`src/rtl/ip_tile_host_bridge.sv`:
```
// Host register bridge feeding ip_tile CSR/data inputs and capturing its results.
// Optional IRQ output and IRQ_EN register under IP_TILE_HOST_BRIDGE_IRQ_EN.
module ip_tile_host_bridge #(
  parameter int CSR_IN_WIDTH  = 16,
  parameter int CSR_OUT_WIDTH = 16,
  parameter int REG_WIDTH     = 32,
  parameter int ADDR_WIDTH    = 5
) (
  input  logic                     clk,
  input  logic                     arst_n,
  input  logic                     req,
  input  logic                     we,
  input  logic [ADDR_WIDTH-1:0]    addr,
  input  logic [REG_WIDTH-1:0]     wdata,
  output logic                     gnt,
  output logic                     rvalid,
  output logic [REG_WIDTH-1:0]     rdata,
  output logic                     err,
  output logic [CSR_IN_WIDTH-1:0]  csr_in,
  output logic                     csr_in_re,
  output logic [REG_WIDTH-1:0]     data_reg_a,
  output logic [REG_WIDTH-1:0]     data_reg_b,
  input  logic [CSR_OUT_WIDTH-1:0] csr_out,
  input  logic                     csr_out_we,
  input  logic [REG_WIDTH-1:0]     data_reg_c
`ifdef IP_TILE_HOST_BRIDGE_IRQ_EN
  ,
  output logic                     irq
`endif
);

  localparam int AW = ADDR_WIDTH - 2;

  typedef enum logic {
    IDLE,
    RESP
  } state_e;

  state_e state_q, state_d;

  logic [CSR_IN_WIDTH-1:0]  csr_in_q, csr_in_d;
  logic [REG_WIDTH-1:0]     data_a_q, data_a_d;
  logic [REG_WIDTH-1:0]     data_b_q, data_b_d;
  logic [CSR_OUT_WIDTH-1:0] csr_out_q, csr_out_d;
  logic [REG_WIDTH-1:0]     data_c_q, data_c_d;
  logic                     done_q, done_d;
  logic                     ovr_q, ovr_d;
  logic                     busy_q, busy_d;
  logic                     re_q, re_d;
  logic [REG_WIDTH-1:0]     rdata_q, rdata_d;
  logic                     err_q, err_d;

  logic [AW-1:0]        sel;
  logic [REG_WIDTH-1:0] rd_val;
  logic                 mapped;
  logic                 ro;
  logic                 acc_err;
  logic                 wr_ok;
  logic                 status_rd;
  logic                 addr_unused;

  assign sel         = addr[ADDR_WIDTH-1:2];
  assign addr_unused = ^addr[1:0];

`ifdef IP_TILE_HOST_BRIDGE_IRQ_EN
  logic irq_en_q, irq_en_d;
  logic irq_q, irq_d;
`endif

  always_comb begin
    state_d = state_q;
    gnt     = 1'b0;
    rvalid  = 1'b0;
    unique case (state_q)
      IDLE: begin
        gnt = req;
        if (req) state_d = RESP;
      end
      RESP: begin
        rvalid  = 1'b1;
        state_d = IDLE;
      end
      default: state_d = IDLE;
    endcase
  end

  always_comb begin
    rd_val = '0;
    mapped = 1'b1;
    ro     = 1'b0;
    unique case (sel)
      AW'(0): rd_val = REG_WIDTH'(csr_in_q);
      AW'(1): rd_val = data_a_q;
      AW'(2): rd_val = data_b_q;
      AW'(3): begin
        rd_val = REG_WIDTH'(csr_out_q);
        ro     = 1'b1;
      end
      AW'(4): begin
        rd_val = data_c_q;
        ro     = 1'b1;
      end
      AW'(5): begin
        rd_val = REG_WIDTH'({busy_q, ovr_q, done_q});
        ro     = 1'b1;
      end
`ifdef IP_TILE_HOST_BRIDGE_IRQ_EN
      AW'(6): rd_val = REG_WIDTH'(irq_en_q);
`endif
      default: mapped = 1'b0;
    endcase
  end

  assign acc_err   = ~mapped | (we & ro);
  assign wr_ok     = gnt & we & ~acc_err;
  assign status_rd = gnt & ~we & (sel == AW'(5));

  always_comb begin
    csr_in_d  = csr_in_q;
    data_a_d  = data_a_q;
    data_b_d  = data_b_q;
    re_d      = 1'b0;
    if (wr_ok) begin
      unique case (sel)
        AW'(0): begin
          csr_in_d = wdata[CSR_IN_WIDTH-1:0];
          re_d     = 1'b1;
        end
        AW'(1): data_a_d = wdata;
        AW'(2): data_b_d = wdata;
        default: ;
      endcase
    end
    csr_out_d = csr_out_we ? csr_out : csr_out_q;
    data_c_d  = csr_out_we ? data_reg_c : data_c_q;
    // a capture in the same cycle as a STATUS read survives the clear
    done_d    = csr_out_we | (done_q & ~status_rd);
    ovr_d     = ~status_rd & (ovr_q | (csr_out_we & done_q));
    busy_d    = re_d | (busy_q & ~csr_out_we);
    rdata_d   = (gnt & ~we) ? rd_val : '0;
    err_d     = gnt & acc_err;
  end

`ifdef IP_TILE_HOST_BRIDGE_IRQ_EN
  always_comb begin
    irq_en_d = irq_en_q;
    if (wr_ok && sel == AW'(6)) irq_en_d = wdata[0];
    irq_d = done_d & irq_en_d;
  end

  always_ff @(posedge clk or negedge arst_n) begin
    if (!arst_n) begin
      irq_en_q <= 1'b0;
      irq_q    <= 1'b0;
    end else begin
      irq_en_q <= irq_en_d;
      irq_q    <= irq_d;
    end
  end

  assign irq = irq_q;
`endif

  always_ff @(posedge clk or negedge arst_n) begin
    if (!arst_n) begin
      state_q   <= IDLE;
      csr_in_q  <= '0;
      data_a_q  <= '0;
      data_b_q  <= '0;
      csr_out_q <= '0;
      data_c_q  <= '0;
      done_q    <= 1'b0;
      ovr_q     <= 1'b0;
      busy_q    <= 1'b0;
      re_q      <= 1'b0;
      rdata_q   <= '0;
      err_q     <= 1'b0;
    end else begin
      state_q   <= state_d;
      csr_in_q  <= csr_in_d;
      data_a_q  <= data_a_d;
      data_b_q  <= data_b_d;
      csr_out_q <= csr_out_d;
      data_c_q  <= data_c_d;
      done_q    <= done_d;
      ovr_q     <= ovr_d;
      busy_q    <= busy_d;
      re_q      <= re_d;
      rdata_q   <= rdata_d;
      err_q     <= err_d;
    end
  end

  assign rdata      = rdata_q;
  assign err        = err_q;
  assign csr_in     = csr_in_q;
  assign csr_in_re  = re_q;
  assign data_reg_a = data_a_q;
  assign data_reg_b = data_b_q;

endmodule
```
`config.mk`:
```
export PLATFORM = sky130hd
export DESIGN_NAME = ip_tile_host_bridge
export DESIGN_NICKNAME = d
export VERILOG_FILES = /design/src/rtl/ip_tile_host_bridge.sv
export SDC_FILE = /design/constraint.sdc
export NUM_CORES = 1
export LEC_CHECK = 0
export ABC_CLOCK_PERIOD_IN_PS = 2750
export CAP_MARGIN = 20
export CORE_MARGIN = 1
export CORE_UTILIZATION = 51
export CTS_CLUSTER_SIZE = 20
export DETAILED_ROUTE_END_ITERATION = 10
export PLACE_DENSITY = 0.85
export SLEW_MARGIN = 20
export SYNTH_ARGS = -nofsm -noshare
export SYNTH_HDL_FRONTEND = slang
export SYNTH_SLANG_ARGS = --single-unit
```
`constraint.sdc`:
```
create_clock -name clk -period 2.75 [get_ports clk]
set_input_delay 0.55 -clock clk [delete_from_list [all_inputs] [get_ports clk]]
set_output_delay 0.55 -clock clk [all_outputs]
set_load 0.1 [all_outputs]
```
==> impl_table.tex <==
\begin{tabular}{lr}
\hline
Metric & Value \\
\hline
\multicolumn{2}{l}{\textbf{Detailed routing}} \\
\quad Number of design-rule violations left by the first detailed-router iteration & 513 \\
\quad Total iterations of the first detailed-routing run & 5 \\
\quad Final wirelength & 19.0 mm \\
\quad Average via count per standard cell & 5.70 \\
\quad Routed wire length per instance & 21.1 um \\
\quad Final antenna-violating net count & 0 \\
\quad Vias after detailed routing & 5120 \\
\quad Number of DRC violations after detailed routing & 0 \\
\multicolumn{2}{l}{\textbf{Die}} \\
\quad Die ar. & 14400 um\^{}2 \\
\quad Floorplan die width & 120 um \\
\quad Vertical extent of the die & 120 um \\
\quad Placement row count & 42 \\
\quad I/O pin total & 206 \\
\quad Area of the placeable core & 13400 um\^{}2 \\
\quad Initial core utilization & 53.0\% \\
\multicolumn{2}{l}{\textbf{Final layout}} \\
\quad Final instance count without filler cells & 898 \\
\quad Finished Core Util & 72.7\% \\
\quad Layout Cell Area excl Fill & 9740 um\^{}2 \\
\quad Share of cells above drive strength 1 & 44.2\% \\
\quad Nets & 800 \\
\quad Relative area change from synthesis to final layout & 37.1\% \\
\quad Diodes inserted & 0 \\
\multicolumn{2}{l}{\textbf{Critical path}} \\
\quad Arrival time worst endpoint & 2.45 ns \\
\quad Crit start category & input port \\
\quad R2R cell count & 4 \\
\quad Critical setup path kind & input port to flip-flop \\
\quad Max FO, Critical Path & 13 \\
\quad Largest stage delay, worst path & 0.71 ns \\
\quad Critical path required time & 3.10 ns \\
\quad Ordered list of cells on the worst path & clkdlybuf4s50\_1, inv\_2, nor3\_4, buf\_4, a22oi\_1, a21oi\_1 \\
\quad Slowest library cell on the worst path & clkdlybuf4s50\_1 \\
\quad Logic depth of the worst setup path including buffers & 6 \\
\quad Family with the most delay on the worst path & buffers and inverters \\
\quad Number of buffers and inverters on the critical path & 3 \\
\quad Crit path capture type & flip-flop \\
\multicolumn{2}{l}{\textbf{Synth}} \\
\quad Yosys synthesis warning count & 0 \\
\quad Number of different library cells in the post-synthesis netlist & 34 \\
\quad Post-Synthesis Mean Instance Area & 14.2 um\^{}2 \\
\quad Part of the Yosys area used for sequential elements & 58.5\% \\
\quad Post-synthesis register bit count & 166 \\
\quad Number of instances in the synthesized netlist & 501 \\
\quad Synth Cell Area & 7100 um\^{}2 \\
\quad Post-synth net total & 591 \\
\multicolumn{2}{l}{\textbf{Power and ir drop}} \\
\quad Maximum ir drop on the vdd rail & 566 uV \\
\quad Power per Cell Area & 958 nW/um\^{}2 \\
\quad Total power & 9330 uW \\
\quad Leakage power of the design & 0.00453 uW \\
\multicolumn{2}{l}{\textbf{Run status}} \\
\quad Result of the run & finished, final reports clean \\
\multicolumn{2}{l}{\textbf{Timing}} \\
\quad Share of the cycle needed by the critical path after routing & 76.6\% \\
\quad Final hold violation count & 0 \\
\quad RSZ-0062 raised after global routing & no \\
\quad Max-Slew Margin vs Limit & 57.6\% \\
\quad Final min period & 2.11 ns \\
\quad Slew at the pin closest to its max-slew limit & 0.636 ns \\
\quad Post-route clock skew & 0.0105 ns \\
\quad Achievable clock frequency & 475 MHz \\
\quad Final setup vio count & 0 \\
\quad Number of max-slew violations in the final report & 0 \\
\quad Final TNS setup & 0 ns \\
\multicolumn{2}{l}{\textbf{GRT}} \\
\quad Combined global-route utilization of all metal layers & 27.7\% \\
\quad Number of global-route vias before repair & 5317 \\
\quad Antenna violations before repair & 0 \\
\quad Grt total ovfl & 0 \\
\quad Largest net degree at the start of global routing & 69 \\
\quad Global-route wire length before repair & 29.5 mm \\
\multicolumn{2}{l}{\textbf{Clocking}} \\
\quad Clk sinks & 166 \\
\quad Clk buf depth & 2 \\
\quad Post-CTS resize count & 0 \\
\quad Number of buffers created by CTS & 17 \\
\quad Post-CTS Hold Fix Bufs & 0 \\
\quad CTS tree & built \\
\quad Buffer cell driving the clock tree root & clkbuf\_16 \\
\quad Post-CTS clock slew at the launch and capture registers of the worst setup and hold paths & 0.06 ns \\
\quad Setup bufs post-CTS & 0 \\
\quad CTS HTree Levels & 4 \\
\quad Clock latency of the later-clocked register in the worst-skew pair & 0.44 ns \\
\multicolumn{2}{l}{\textbf{Run}} \\
\quad Max-Cap Viols & 0 \\
\multicolumn{2}{l}{\textbf{Placed design}} \\
\quad Final Wtd Congestion & 0.778 \\
\quad Number of port buffers & 203 \\
\quad Cell area after placement & 9070 um\^{}2 \\
\quad Detailed placement HPWL & 12.7 mm \\
\quad Count of placed standard cells including taps & 867 \\
\multicolumn{2}{l}{\textbf{Worst hold path}} \\
\quad Hold Path Class & input port to async pin \\
\hline
\end{tabular}
-- registers in the layout (all words and copies together), names as in the netlist, 16 cells and up --
signal	count
data_c_q	32
data_reg_a	32
data_reg_b	32
rdata	32
csr_in	16
csr_out_q	16
-- cells in the final DEF, fill, tap and decap left out, types with 3 or more instances in the layout --
cell,instances
dfrtp_1,166
buf_4,134
mux2_2,107
clkdlybuf4s50_1,84
mux2_4,30
nor2_1,26
a22oi_1,17
clkbuf_16,17
nand2_1,16
a22o_1,16
mux2i_1,15
o21ai_0,15
a21oi_1,13
nand3_1,8
nand3b_1,7
a222oi_1,6
bufinv_16,5
clkbuf_8,5
buf_12,5
inv_2,3
-- logic make-up (layout without fill, tap and decap cells) --
logic type | after synthesis | in the layout | synth area share (%)
buf+inv | 41 | 262 | 3.42
simple gates | 67 | 67 | 4.93
flops | 166 | 166 | 58.5
mux | 154 | 154 | 25.9
compound gates | 73 | 73 | 7.28
-- layer usage --
| layer | GRT usage [%] | up-vias | share of wire (%) |
|---|---|---|---|
| met5 | 0 | - | 0 |
| met2 | 45.3 | 248 | 50 |
| met3 | 5.99 | 48 | 6.3 |
| li1 | - | 2233 | - |
| met4 | 12.9 | 0 | 3.5 |
| met1 | 35.3 | 2591 | 40 |
-- path summary, 6_finish.rpt --
check                                    startpoint                   endpoint  slack (ns)
max in group asynchronous                    arst_n      csr_in[5]$_DFFE_PN0P_        1.85
hold reg to reg            csr_out_q[0]$_DFFE_PN0P_   csr_out_q[0]$_DFFE_PN0P_        0.50
min in group clk           csr_out_q[0]$_DFFE_PN0P_   csr_out_q[0]$_DFFE_PN0P_        0.50
setup reg to reg                  state_q$_DFF_PN0_      csr_in[4]$_DFFE_PN0P_        1.04
hold / removal                               arst_n  data_reg_a[3]$_DFFE_PN0P_        0.10
setup / recovery                            addr[4]         rdata[0]$_DFF_PN0_        0.64
-- synth_stat cells --
master / instances / share of area [%]
nor3_4: 1 / 0.23
buf_6: 2 / 0.32
nor2_1: 26 / 1.4
a22oi_1: 17 / 1.8
nor3_2: 1 / 0.14
nand4_2: 1 / 0.18
a32oi_1: 2 / 0.25
a211o_1: 2 / 0.25
a21oi_1: 13 / 0.92
nand3_1: 8 / 0.56
a22o_1: 16 / 2.0
nand4b_4: 1 / 0.33
dfrtp_1: 166 / 58
inv_2: 3 / 0.16
buf_4: 2 / 0.21
nor2_2: 1 / 0.088
nand3b_1: 7 / 0.74
mux2_1: 1 / 0.16
o21ai_0: 15 / 1.1
nor2b_1: 2 / 0.18
a222oi_1: 6 / 0.85
and3_1: 1 / 0.088
nand2b_1: 2 / 0.18
a31oi_1: 1 / 0.088
buf_2: 14 / 0.99
a21o_1: 1 / 0.11
inv_1: 2 / 0.11
mux2_2: 107 / 17
mux2i_1: 15 / 2.1
clkbuf_1: 15 / 0.79
mux2_4: 30 / 6.3
mux4_2: 1 / 0.32
buf_12: 3 / 0.85
nand2_1: 16 / 0.85
-- area by class of cell --
type / instances / area (um^2)
Fill cell: 902 / 3660
Inverter: 5 / 18.8
Timing Repair Buffer: 226 / 1970
Sequential cell: 166 / 4150
Multi-Input combinational cell: 294 / 2710
Clock inverter: 8 / 168
Tap cell: 176 / 220
Clock buffer: 23 / 498
-- metrics by stage --
stage	setup slack, ns	hold WS [ns]
after floorplan	0.336	0.254
after global placement	0.309	0.484
after detailed placement	0.261	0.492
after CTS	0.706	0.133
after global routing	0.554	0.154
final	0.644	0.103
-- report_power, final --
| group | switching (uW) | leakage [uW] | internal (uW) |
|---|---|---|---|
| clock network | 941 | 0.000325 | 1720 |
| registers | 292 | 0.00208 | 2800 |
| logic | 2640 | 0.00212 | 927 |
| total | 3880 | 0.00453 | 5460 |
Power figures use the tool's default switching activity.
